### src/rtl/platform_row_spawner_if.sv
// Row hand-off bus between platform_row_spawner (master) and the scroll/draw stage (slave).
// valid/ready: a row transfers on every clock edge where row_valid && row_ready; row_data holds while row_valid=1 and row_ready=0.
interface platform_row_spawner_if #(
  parameter int COLS  = 12,
  parameter int DEPTH = 4
);
  logic                     row_valid;
  logic                     row_ready;
  logic [COLS-1:0]          row_data;
  logic [$clog2(DEPTH):0]   row_count;

  modport master (output row_valid, output row_data, output row_count, input row_ready);
  modport slave  (input row_valid, input row_data, input row_count, output row_ready);
endinterface

### src/rtl/platform_row_spawner.sv
// Pulses the seven/five shifters every SPAWN_PERIOD frames, builds a platform row and queues it in an FWFT FIFO.
// Optional macro GAP_GUARANTEE_EN: an all-ones pattern gets a drop-through hole at column off+3.
module platform_row_spawner #(
  parameter int COLS         = 12,
  parameter int SPAWN_PERIOD = 4,
  parameter int DEPTH        = 4
) (
  input  logic                    clk,
  input  logic                    resetn,
  input  logic                    i_run,
  input  logic                    i_frame_tick,
  input  logic [6:0]              i_pat7,
  input  logic [4:0]              i_lane5,
  output logic                    o_shift_en,
  output logic [2:0]              o_state,
  platform_row_spawner_if.master  o_row
);

  localparam int              CW      = (SPAWN_PERIOD > 1) ? $clog2(SPAWN_PERIOD) : 1;
  localparam int              AW      = $clog2(DEPTH);
  localparam logic [CW-1:0]   LAST    = CW'(SPAWN_PERIOD - 1);
  localparam logic [5:0]      MAX_OFF = 6'(COLS - 7);
  localparam logic [AW:0]     FULL_N  = (AW + 1)'(DEPTH);

  typedef enum logic [2:0] {
    S_IDLE  = 3'd0,
    S_WAIT  = 3'd1,
    S_SHIFT = 3'd2,
    S_BUILD = 3'd3,
    S_PUSH  = 3'd4
  } state_t;

  state_t          r_state, w_state_nxt;
  logic [CW-1:0]   r_cnt, w_cnt_nxt;
  logic [COLS-1:0] r_row, w_row_nxt;
  logic [COLS-1:0] r_mem [DEPTH];
  logic [AW-1:0]   r_wr_ptr, r_rd_ptr;
  logic [AW:0]     r_count;
  logic            w_full, w_empty, w_push, w_pop;
  logic [5:0]      w_off;
  logic [COLS-1:0] w_row_built;

  assign w_full  = (r_count == FULL_N);
  assign w_empty = (r_count == '0);
  // Fullness is judged at cycle start, so a pop never lets the pending row bypass a full FIFO.
  assign w_push  = (r_state == S_PUSH) && !w_full;
  assign w_pop   = !w_empty && o_row.row_ready;

  // Offset is clamped so the 7-bit pattern always fits inside the row.
  always_comb begin
    w_off       = ({1'b0, i_lane5} > MAX_OFF) ? MAX_OFF : {1'b0, i_lane5};
    w_row_built = COLS'(i_pat7) << w_off;
`ifdef GAP_GUARANTEE_EN
    if (i_pat7 == 7'h7F)
      w_row_built = w_row_built & ~(COLS'(1) << (w_off + 6'd3));
`endif
  end

  always_comb begin
    w_state_nxt = r_state;
    w_cnt_nxt   = r_cnt;
    w_row_nxt   = r_row;
    case (r_state)
      S_IDLE: begin
        if (i_run) begin
          w_state_nxt = S_WAIT;
          w_cnt_nxt   = '0;
        end
      end
      S_WAIT: begin
        if (!i_run) begin
          w_state_nxt = S_IDLE;
          w_cnt_nxt   = '0;
        end else if (i_frame_tick) begin
          if (r_cnt == LAST) begin
            w_state_nxt = S_SHIFT;
            w_cnt_nxt   = '0;
          end else begin
            w_cnt_nxt = r_cnt + CW'(1);
          end
        end
      end
      S_SHIFT: w_state_nxt = S_BUILD;
      // The shifters advanced on the SHIFT edge, so their outputs are fresh here.
      S_BUILD: begin
        w_row_nxt   = w_row_built;
        w_state_nxt = S_PUSH;
      end
      S_PUSH: begin
        if (!w_full) w_state_nxt = S_WAIT;
      end
      default: w_state_nxt = S_IDLE;
    endcase
  end

  always_ff @(posedge clk) begin
    if (!resetn) begin
      r_state  <= S_IDLE;
      r_cnt    <= '0;
      r_row    <= '0;
      r_wr_ptr <= '0;
      r_rd_ptr <= '0;
      r_count  <= '0;
    end else begin
      r_state <= w_state_nxt;
      r_cnt   <= w_cnt_nxt;
      r_row   <= w_row_nxt;
      if (w_push) r_wr_ptr <= r_wr_ptr + AW'(1);
      if (w_pop)  r_rd_ptr <= r_rd_ptr + AW'(1);
      case ({w_push, w_pop})
        2'b10:   r_count <= r_count + (AW + 1)'(1);
        2'b01:   r_count <= r_count - (AW + 1)'(1);
        default: r_count <= r_count;
      endcase
    end
  end

  always_ff @(posedge clk) begin
    if (resetn && w_push) r_mem[r_wr_ptr] <= r_row;
  end

  assign o_shift_en      = (r_state == S_SHIFT);
  assign o_state         = r_state;
  assign o_row.row_valid = !w_empty;
  assign o_row.row_data  = w_empty ? '0 : r_mem[r_rd_ptr];
  assign o_row.row_count = r_count;

endmodule

### src/flat_wrapper.sv
// flat-port wrapper written by rule: the top's interface ports become plain ports
module platform_row_spawner_flat 
#(
  parameter int COLS         = 12,
  parameter int SPAWN_PERIOD = 4,
  parameter int DEPTH        = 4
)
  (clk, resetn, i_run, i_frame_tick, i_pat7, i_lane5, o_shift_en, o_state, o_row_row_valid, o_row_row_data, o_row_row_count, o_row_row_ready);
  platform_row_spawner_if #(.COLS(COLS), .DEPTH(DEPTH)) o_row_i ();
  input  logic clk;
  input  logic resetn;
  input  logic i_run;
  input  logic i_frame_tick;
  input  logic [6:0] i_pat7;
  input  logic [4:0] i_lane5;
  output logic o_shift_en;
  output logic [2:0] o_state;
  output wire logic [$bits(o_row_i.row_valid)-1:0] o_row_row_valid;
  output wire logic [$bits(o_row_i.row_data)-1:0] o_row_row_data;
  output wire logic [$bits(o_row_i.row_count)-1:0] o_row_row_count;
  input wire logic [$bits(o_row_i.row_ready)-1:0] o_row_row_ready;
  assign o_row_row_valid = o_row_i.row_valid;
  assign o_row_row_data = o_row_i.row_data;
  assign o_row_row_count = o_row_i.row_count;
  assign o_row_i.row_ready = o_row_row_ready;
  platform_row_spawner #(.COLS(COLS), .SPAWN_PERIOD(SPAWN_PERIOD), .DEPTH(DEPTH)) u_core (.clk(clk), .resetn(resetn), .i_run(i_run), .i_frame_tick(i_frame_tick), .i_pat7(i_pat7), .i_lane5(i_lane5), .o_shift_en(o_shift_en), .o_state(o_state), .o_row(o_row_i));
endmodule
### config.mk
export PLATFORM = sky130hd
export DESIGN_NAME = platform_row_spawner_flat
export DESIGN_NICKNAME = d
export VERILOG_FILES = /design/src/rtl/platform_row_spawner_if.sv /design/src/rtl/platform_row_spawner.sv /design/src/flat_wrapper.sv
export SDC_FILE = /design/constraint.sdc
export NUM_CORES = 1
export LEC_CHECK = 0
export ABC_AREA = 0
export BUFFER_PORTS_ARGS = -buffer_cell sky130_fd_sc_hd__buf_4
export CAP_MARGIN = 20
export CELL_PAD_IN_SITES_DETAIL_PLACEMENT = 1
export CELL_PAD_IN_SITES_GLOBAL_PLACEMENT = 1
export CORE_MARGIN = 3
export CORE_UTILIZATION = 51
export CTS_CLUSTER_SIZE = 16
export DETAILED_ROUTE_END_ITERATION = 8
export PLACE_DENSITY_LB_ADDON = 0.1
export SLEW_MARGIN = 20
export SYNTH_ARGS = -nofsm -noshare
export SYNTH_HDL_FRONTEND = slang
export SYNTH_SLANG_ARGS = --single-unit
### constraint.sdc
create_clock -name clk -period 6.6 [get_ports clk]
set_clock_uncertainty 0.05 [all_clocks]
set_input_delay 0.99 -clock clk [delete_from_list [all_inputs] [get_ports clk]]
set_output_delay 0.99 -clock clk [all_outputs]
set_load 0.005 [all_outputs]
==> results of run 1 <==
## registers in the layout, indices dropped and copies added, names as in the netlist, named ones only
signal / cells
u_core.r_row: 12
u_core.r_cnt: 2
u_core.o_state: 3
u_core.r_rd_ptr: 2
u_core.r_wr_ptr: 2
u_core.o_row.row_count: 3
u_core.r_mem: 48
## layout by cell type (no fill, tap or decap), types with 3 or more instances in the layout
| cell type | netlist | routed |
|---|---|---|
| sky130_fd_sc_hd__mux2_2 | 7 | 7 |
| sky130_fd_sc_hd__inv_1 | 6 | 6 |
| sky130_fd_sc_hd__mux4_2 | 12 | 12 |
| sky130_fd_sc_hd__and2_1 | 18 | 18 |
| sky130_fd_sc_hd__nand2_1 | 12 | 12 |
| sky130_fd_sc_hd__xnor2_1 | 4 | 4 |
| sky130_fd_sc_hd__nand3_1 | 6 | 6 |
| sky130_fd_sc_hd__mux2i_1 | 10 | 10 |
| sky130_fd_sc_hd__or3_1 | 4 | 4 |
| sky130_fd_sc_hd__clkbuf_8 | 0 | 9 |
| sky130_fd_sc_hd__a21boi_0 | 5 | 5 |
| sky130_fd_sc_hd__edfxtp_1 | 48 | 48 |
| sky130_fd_sc_hd__nor3b_1 | 4 | 4 |
| sky130_fd_sc_hd__and3_1 | 4 | 4 |
| sky130_fd_sc_hd__dfxtp_1 | 26 | 26 |
| sky130_fd_sc_hd__bufinv_16 | 0 | 3 |
| sky130_fd_sc_hd__nor2_1 | 8 | 8 |
| sky130_fd_sc_hd__o211ai_1 | 3 | 3 |
| sky130_fd_sc_hd__ha_1 | 6 | 6 |
| sky130_fd_sc_hd__o21ai_0 | 8 | 8 |
| sky130_fd_sc_hd__buf_4 | 0 | 36 |
| sky130_fd_sc_hd__nor2b_1 | 7 | 7 |
## worst min path at each step
stage	cells past startpoint	start	slack (ns)	endpoint
after floorplan	2	u_core.r_cnt[1]$_SDFFE_PN0P_	0.39	u_core.r_cnt[1]$_SDFFE_PN0P_
after global placement	2	u_core.r_cnt[1]$_SDFFE_PN0P_	0.41	u_core.r_cnt[1]$_SDFFE_PN0P_
after detailed placement	2	u_core.r_cnt[1]$_SDFFE_PN0P_	0.43	u_core.r_cnt[1]$_SDFFE_PN0P_
after CTS	2	u_core.r_cnt[1]$_SDFFE_PN0P_	0.44	u_core.r_cnt[1]$_SDFFE_PN0P_
after global routing	0	u_core.r_row[10]$_SDFFE_PN0N_	0.48	u_core.r_mem[2][10]$_DFFE_PP_
final	2	u_core.r_cnt[1]$_SDFFE_PN0P_	0.44	u_core.r_cnt[1]$_SDFFE_PN0P_
## kinds of logic after synthesis
family | Yosys count | share of synthesized area [%]
compound gates | 38 | 8.59
simple gates | 75 | 13.2
xor+xnor | 5 | 1.30
flops | 74 | 58.3
fa+ha+maj | 7 | 2.83
mux | 29 | 13.4
buf+inv | 19 | 2.42
## where the power goes
part	switching, W	internal (W)	total [W]	leakage [nW]
registers	0.00000106	0.000487	0.000488	0.691
logic	0.0000183	0.0000174	0.0000358	0.615
clock network	0.000167	0.000253	0.000419	0.117
## stage by stage
stage                     total power (W)  util (%)  instances  cell area [sq um]
after floorplan                  0.000518         -        247               3360
after global placement           0.000534      59.5        345               3670
after detailed placement         0.000534      59.5        345               3670
after CTS                        0.000947      63.5        361               3910
after global routing             0.000975      63.5        361               3910
final                            0.000943      63.5        361               3910
## worst max-delay path: stages (launching register included)
cell and delay [ns]:
sky130_fd_sc_hd__dfxtp_1 0.87, sky130_fd_sc_hd__mux4_2 0.62, sky130_fd_sc_hd__and2_1 0.19, sky130_fd_sc_hd__buf_4 0.13
## area by class of cell
| type | count | area, sq um |
|---|---|---|
| repair buffers | 36 | 270 |
| fillers | 598 | 2250 |
| flip-flops and latches | 74 | 1960 |
| multi-input cells | 154 | 1320 |
| clock inverters | 6 | 115 |
| well taps | 75 | 93.8 |
| clock buffers | 10 | 128 |
| inverters | 6 | 22.5 |
## routing by layer
layer  part of all wire [%]  wire length, microns  global-route usage (%)  vias to the layer above
li1                       -                     -                       -                     1001
met1                     45                  3480                    29.9                     1113
met2                     51                  3890                    37.3                       52
met3                    3.6                   279                    4.26                        4
met4                   0.62                    48                    6.69                        0
met5                      0                     0                       0                        -
==> impl_results.md, run 1 <==
- Antenna violations before repair: 0
- Number of iterations in the first detailed-routing pass: 4
- Worst slew pin tran: 0.830 ns
- Post-route antenna net violation count: 0
- Number of warnings printed during yosys synthesis: 0
- Cell area power density: 241 nW/um^2
- Leading area contributor after synthesis: sky130_fd_sc_hd__edfxtp_1
- CTS max path bufs: 2
- Register bit count reported by yosys: 74
- Initial Util: 54.6%
- Number of synthesized flops with an enable pin: 48
- Postcts setup bufs: 0
- Number of inserted diodes: 0
- Average cell area after synthesis: 13.6 sq um
- Share of the synthesized area in the top cell type: 42.8%
- FFs w/ async S/R, synth: 0%
- Cell at the root of the clock tree: sky130_fd_sc_hd__clkbuf_8
- Hpwl dp: 5410 microns
- Required time of the critical path: 5.56 ns
- Violation count after the first detailed-routing iteration: 127
- Vias/cell: 6.01
- Number of placement rows: 28
- Worst reg2reg path depth: 8
- Hold Path Class: flop to flop
- Overall die height: 87.2 microns
- Clock slew at the register clock pins of the worst setup and hold paths: 0.08 ns
- Total detailed-routing wirelength: 7690 microns
- WS Path Type: flop to primary output
- Global route overflow: 0
- Vias post-DR: 2170
- Chip width: 87.2 microns
- Relative slew slack: 44.6%
- Net count, final: 305
- Latest clock arrival within the worst-skew pair: 0.33 ns
- Core Footprint: 6170 sq um
- Result of the run: complete, no violations
- Highest achievable clock rate: 312 MHz
- Total leakage power: 1.42 nW
- Largest net degree at the start of global routing: 32
- Hold Worst Slack: 0.436 ns
- Unique cell type count in the Yosys netlist: 51
- Port Buffer Count: 36
- Fraction of the cycle the final worst path needs: 48.5%
- Leading cell types by total area after synthesis: sky130_fd_sc_hd__edfxtp_1 43%, sky130_fd_sc_hd__dfxtp_1 15%, sky130_fd_sc_hd__mux4_2 8.0%
- Reg-to-reg slack, setup: 3.92 ns
- Commonest register cell after synthesis: sky130_fd_sc_hd__edfxtp_1
- Critical path capture point type: primary output
- Setup violations, final: 0
- Post-layout worst setup margin: 3.40 ns
- Setup repair after global routing missed its margin: no
- Setup TNS: 0 ns
- Count of hold buffers inserted by post-cts repair: 0
- Full die area: 7610 sq um
- Startpoint kind of the worst setup timing path: flop
- Hold Vio Cnt, Final: 0
- Growth of design area from synthesis to finish: 16.3%
- Number of primary I/O pins: 37
- Average routed wire per standard cell: 21.3 microns
- Worst slack at placement: 3.71 ns
- Post-CTS sizing: 0
- Capturing point of the worst reg2reg path: u_core.o_row.row_count[1]$_SDFFE_PN0P_
- Drt drc: 0
- Gate count of the mapped netlist: 247
- Cell with the most instances after synthesis: sky130_fd_sc_hd__edfxtp_1
- Final Critical Period: 3.20 ns
- Startpoint of the lowest-slack register-to-register path: u_core.o_state[2]$_SDFFE_PN0P_
- GP Congestion: 0.852
- Leading post-synthesis cells by instance count: 48 x sky130_fd_sc_hd__edfxtp_1, 26 x sky130_fd_sc_hd__dfxtp_1, 18 x sky130_fd_sc_hd__and2_1
- Wire length of the first global-routing pass: 12300 microns
- Share of cells above drive strength 1: 26.2%
- Part of the Yosys area used for sequential elements: 58.3%
- CTS tree: yes
- Post-synthesis cell area: 3360 sq um
- Global-route usage over all layers: 22.4%
- Number of nets in the synthesized netlist: 271
- Inserted Clock Buffers: 9
- Max Fanout on Critical Path: 12
- End of the critical path: o_row_row_data[10]
- Max-slew violation total from the final report: 0
- Highest ir drop seen on vdd: 0.000129 V
- Reported max-cap violation count: 0
- Level count of the clock H-tree: 3
- Data arrival time of the critical path: 2.16 ns
- Vias in the first global route: 2187
- Clock Sinks: 74
Power figures use the tool's default switching activity.
==> inputs of run 2 (changes only) <==
--- a/config.mk
+++ b/config.mk
@@ -11,7 +11,7 @@
 export CELL_PAD_IN_SITES_DETAIL_PLACEMENT = 1
 export CELL_PAD_IN_SITES_GLOBAL_PLACEMENT = 1
 export CORE_MARGIN = 3
-export CORE_UTILIZATION = 51
+export CORE_UTILIZATION = 43
 export CTS_CLUSTER_SIZE = 16
 export DETAILED_ROUTE_END_ITERATION = 8
 export PLACE_DENSITY_LB_ADDON = 0.1
==> constraint.sdc (replaced) <==
create_clock -name clk -period 2.7 [get_ports clk]
set_clock_uncertainty 0.05 [all_clocks]
set_input_delay 0.405 -clock clk [delete_from_list [all_inputs] [get_ports clk]]
set_output_delay 0.405 -clock clk [all_outputs]
set_load 0.005 [all_outputs]
==> impl_results.md, run 2 (same netlist as run 1, synthesis figures left out) <==
- Result of the run: complete, no violations
- Startpoint kind of the worst setup timing path: flop
- Max reg flops: 48 (unchanged)
- Global-route usage over all layers: 16.4% (-6.0 points)
- Reported max-cap violation count: 0 (unchanged)
- Most flop-heavy register: u_core.r_mem
- Startpoint of the most critical hold path: i_pat7[6]
- Hold Vio Cnt, Final: 0 (unchanged)
- Port Buffer Count: 36 (unchanged)
- Count of filler cells inserted in the layout: 752 (+26%)
- Final Critical Period: 2.25 ns
- Post-route antenna net violation count: 0 (unchanged)
- GP Congestion: 0.815 (-4.4%)
- Drt drc: 0 (unchanged)
- Global route overflow: 0 (unchanged)
- Vias/cell: 5.31 (-12%)
- Highest achievable clock rate: 445 MHz
- Vias in the first global route: 2152 (-1.6%)
- Number of iterations in the first detailed-routing pass: 4 (unchanged)
- Chip width: 94.5 microns (+8.3%)
- Core Footprint: 7410 sq um (+20%)
- Critical path capture point type: primary output
- Share of cells above drive strength 1: 28.0% (+1.8 points)
- Wire length of the first global-routing pass: 11000 microns (-11%)
- Postcts setup bufs: 0 (unchanged)
- Total detailed-routing wirelength: 6720 microns (-13%)
- Setup violations, final: 0 (unchanged)
- Worst slack at placement: 0.484 ns (-3.23 ns)
- Max Fanout on Critical Path: 12 (unchanged)
- Number of inserted diodes: 0 (unchanged)
- Overall die height: 94.5 microns (+8.3%)
- Max-slew violation total from the final report: 0 (unchanged)
- Fraction of the cycle the final worst path needs: 83.2%
- Setup repair after global routing missed its margin: no
- Highest ir drop seen on vdd: 0.000243 V (+89%)
- Initial Util: 45.4% (-9.2 points)
- Setup TNS: 0 ns (unchanged)
- Number of placement rows: 31 (+11%)
- Required time of the critical path: 2.25 ns (-3.31 ns)
- Antenna violations before repair: 0 (unchanged)
- Post-layout worst setup margin: 0.454 ns (-2.95 ns)
- Worst slew pin tran: 0.606 ns (-0.224 ns)
- Level count of the clock H-tree: 3 (unchanged)
- Total leakage power: 1.48 nW (+4.4%)
- Hold Path Class: input pin to flop
- Startpoint of the lowest-slack register-to-register path: u_core.o_state[0]$_SDFFE_PN0P_
- Largest net degree at the start of global routing: 32 (unchanged)
- Latest clock arrival within the worst-skew pair: 0.35 ns (+0.02 ns)
- Cell Count, Final, Fillers Out: 392 (+8.6%)
- Data arrival time of the critical path: 1.79 ns (-0.37 ns)
- Top Registers: u_core.r_mem: 48 flops, u_core.r_row: 12 flops
- Relative slew slack: 59.6% (+15 points)
- Placed cells: 376 (+9.0%)
- Cell area power density: 577 nW/um^2 (+140%)
- Average routed wire per standard cell: 17.1 microns (-20%)
- CTS max path bufs: 2 (unchanged)
- Violation count after the first detailed-routing iteration: 54 (-57%)
- Top library cells by usage in the layout, fill and taps aside: 48 x sky130_fd_sc_hd__edfxtp_1, 43 x sky130_fd_sc_hd__buf_4, 26 x sky130_fd_sc_hd__dfxtp_1
- Hpwl dp: 4810 microns (-11%)
- Layout Cell Area excl Fill: 3990 sq um (+2.0%)
- CTS tree: yes
- Full die area: 8920 sq um (+17%)
- Vias post-DR: 2082 (-4.1%)
- Clock slew at the register clock pins of the worst setup and hold paths: 0.08 ns (about the same)
- Number of primary I/O pins: 37 (unchanged)
- Leading cell type in the layout, fill and taps excluded: sky130_fd_sc_hd__edfxtp_1
- WS Path Type: flop to primary output
- Clock Sinks: 74 (unchanged)
- Growth of design area from synthesis to finish: 18.7%
- Inserted Clock Buffers: 9 (unchanged)
- Post-CTS sizing: 0 (unchanged)
- Area after DPL: 3750 sq um (+2.3%)
- Net count, final: 312 (+2.3%)
- Count of hold buffers inserted by post-cts repair: 0 (unchanged)
- Reg-to-reg slack, setup: 0.47 ns (-3.45 ns)
- Cell at the root of the clock tree: sky130_fd_sc_hd__clkbuf_8
## run 2: cell types whose count changed in the layout (fill, tap and decap cells not counted), sizes merged
cell,change
inv,+1
clkinv,-1
buf,+7
## run 2: cell type report
cell class | instances | area [sq um] | share of cell area, %
Clock buffer | 10 | 128 | 3.20
Sequential cell | 74 | 1960 | 49.1
Timing Repair Buffer | 43 | 323 | 8.09
Tap cell | 99 | 124 | 3.10
Clock inverter | 6 | 113 | 2.82
Inverter | 6 | 22.5 | 0.564
Multi-Input combinational cell | 154 | 1320 | 33.1
## run 2: worst max-delay path, cell delays in order, from the launching register on
cell and delay (ns):
sky130_fd_sc_hd__dfxtp_1 0.32, sky130_fd_sc_hd__buf_4 0.25, sky130_fd_sc_hd__mux4_2 0.55, sky130_fd_sc_hd__and2_1 0.18
sky130_fd_sc_hd__buf_4 0.13
## run 2: through the flow
| step | hold WS, ns | utilization [%] | power [W] |
|---|---|---|---|
| final | 0.353 | 53.9 | 0.00230 |
| after global routing | 0.366 | 53.9 | 0.00239 |
| after CTS | 0.341 | 53.9 | 0.00233 |
| after detailed placement | 0.420 | 50.7 | 0.00131 |
| after global placement | 0.417 | 50.7 | 0.00131 |
| after floorplan | 0.395 | - | 0.00127 |
## run 2: final timing paths
check	end	cells past startpoint
setup / recovery	o_row_row_data[3]	4
hold / removal	u_core.r_row[11]$_SDFFE_PN0N_	3
setup reg to reg	u_core.o_row.row_count[2]$_SDFFE_PN0P_	9
hold reg to reg	u_core.r_cnt[1]$_SDFFE_PN0P_	2
## run 2: where the power goes
part	switching [W]	total (W)	internal [W]	leakage (nW)
combinational	0.0000458	0.0000890	0.0000433	0.640
sequential	0.00000253	0.00119	0.00119	0.727
clock	0.000404	0.00102	0.000616	0.117
## run 2: metal layers
layer / GRT usage, % / routed length [microns]
met2: 26.8 / 3230
met4: 7.45 / 99
met3: 3.75 / 300
met5: 0 / 0
met1: 20.9 / 3090
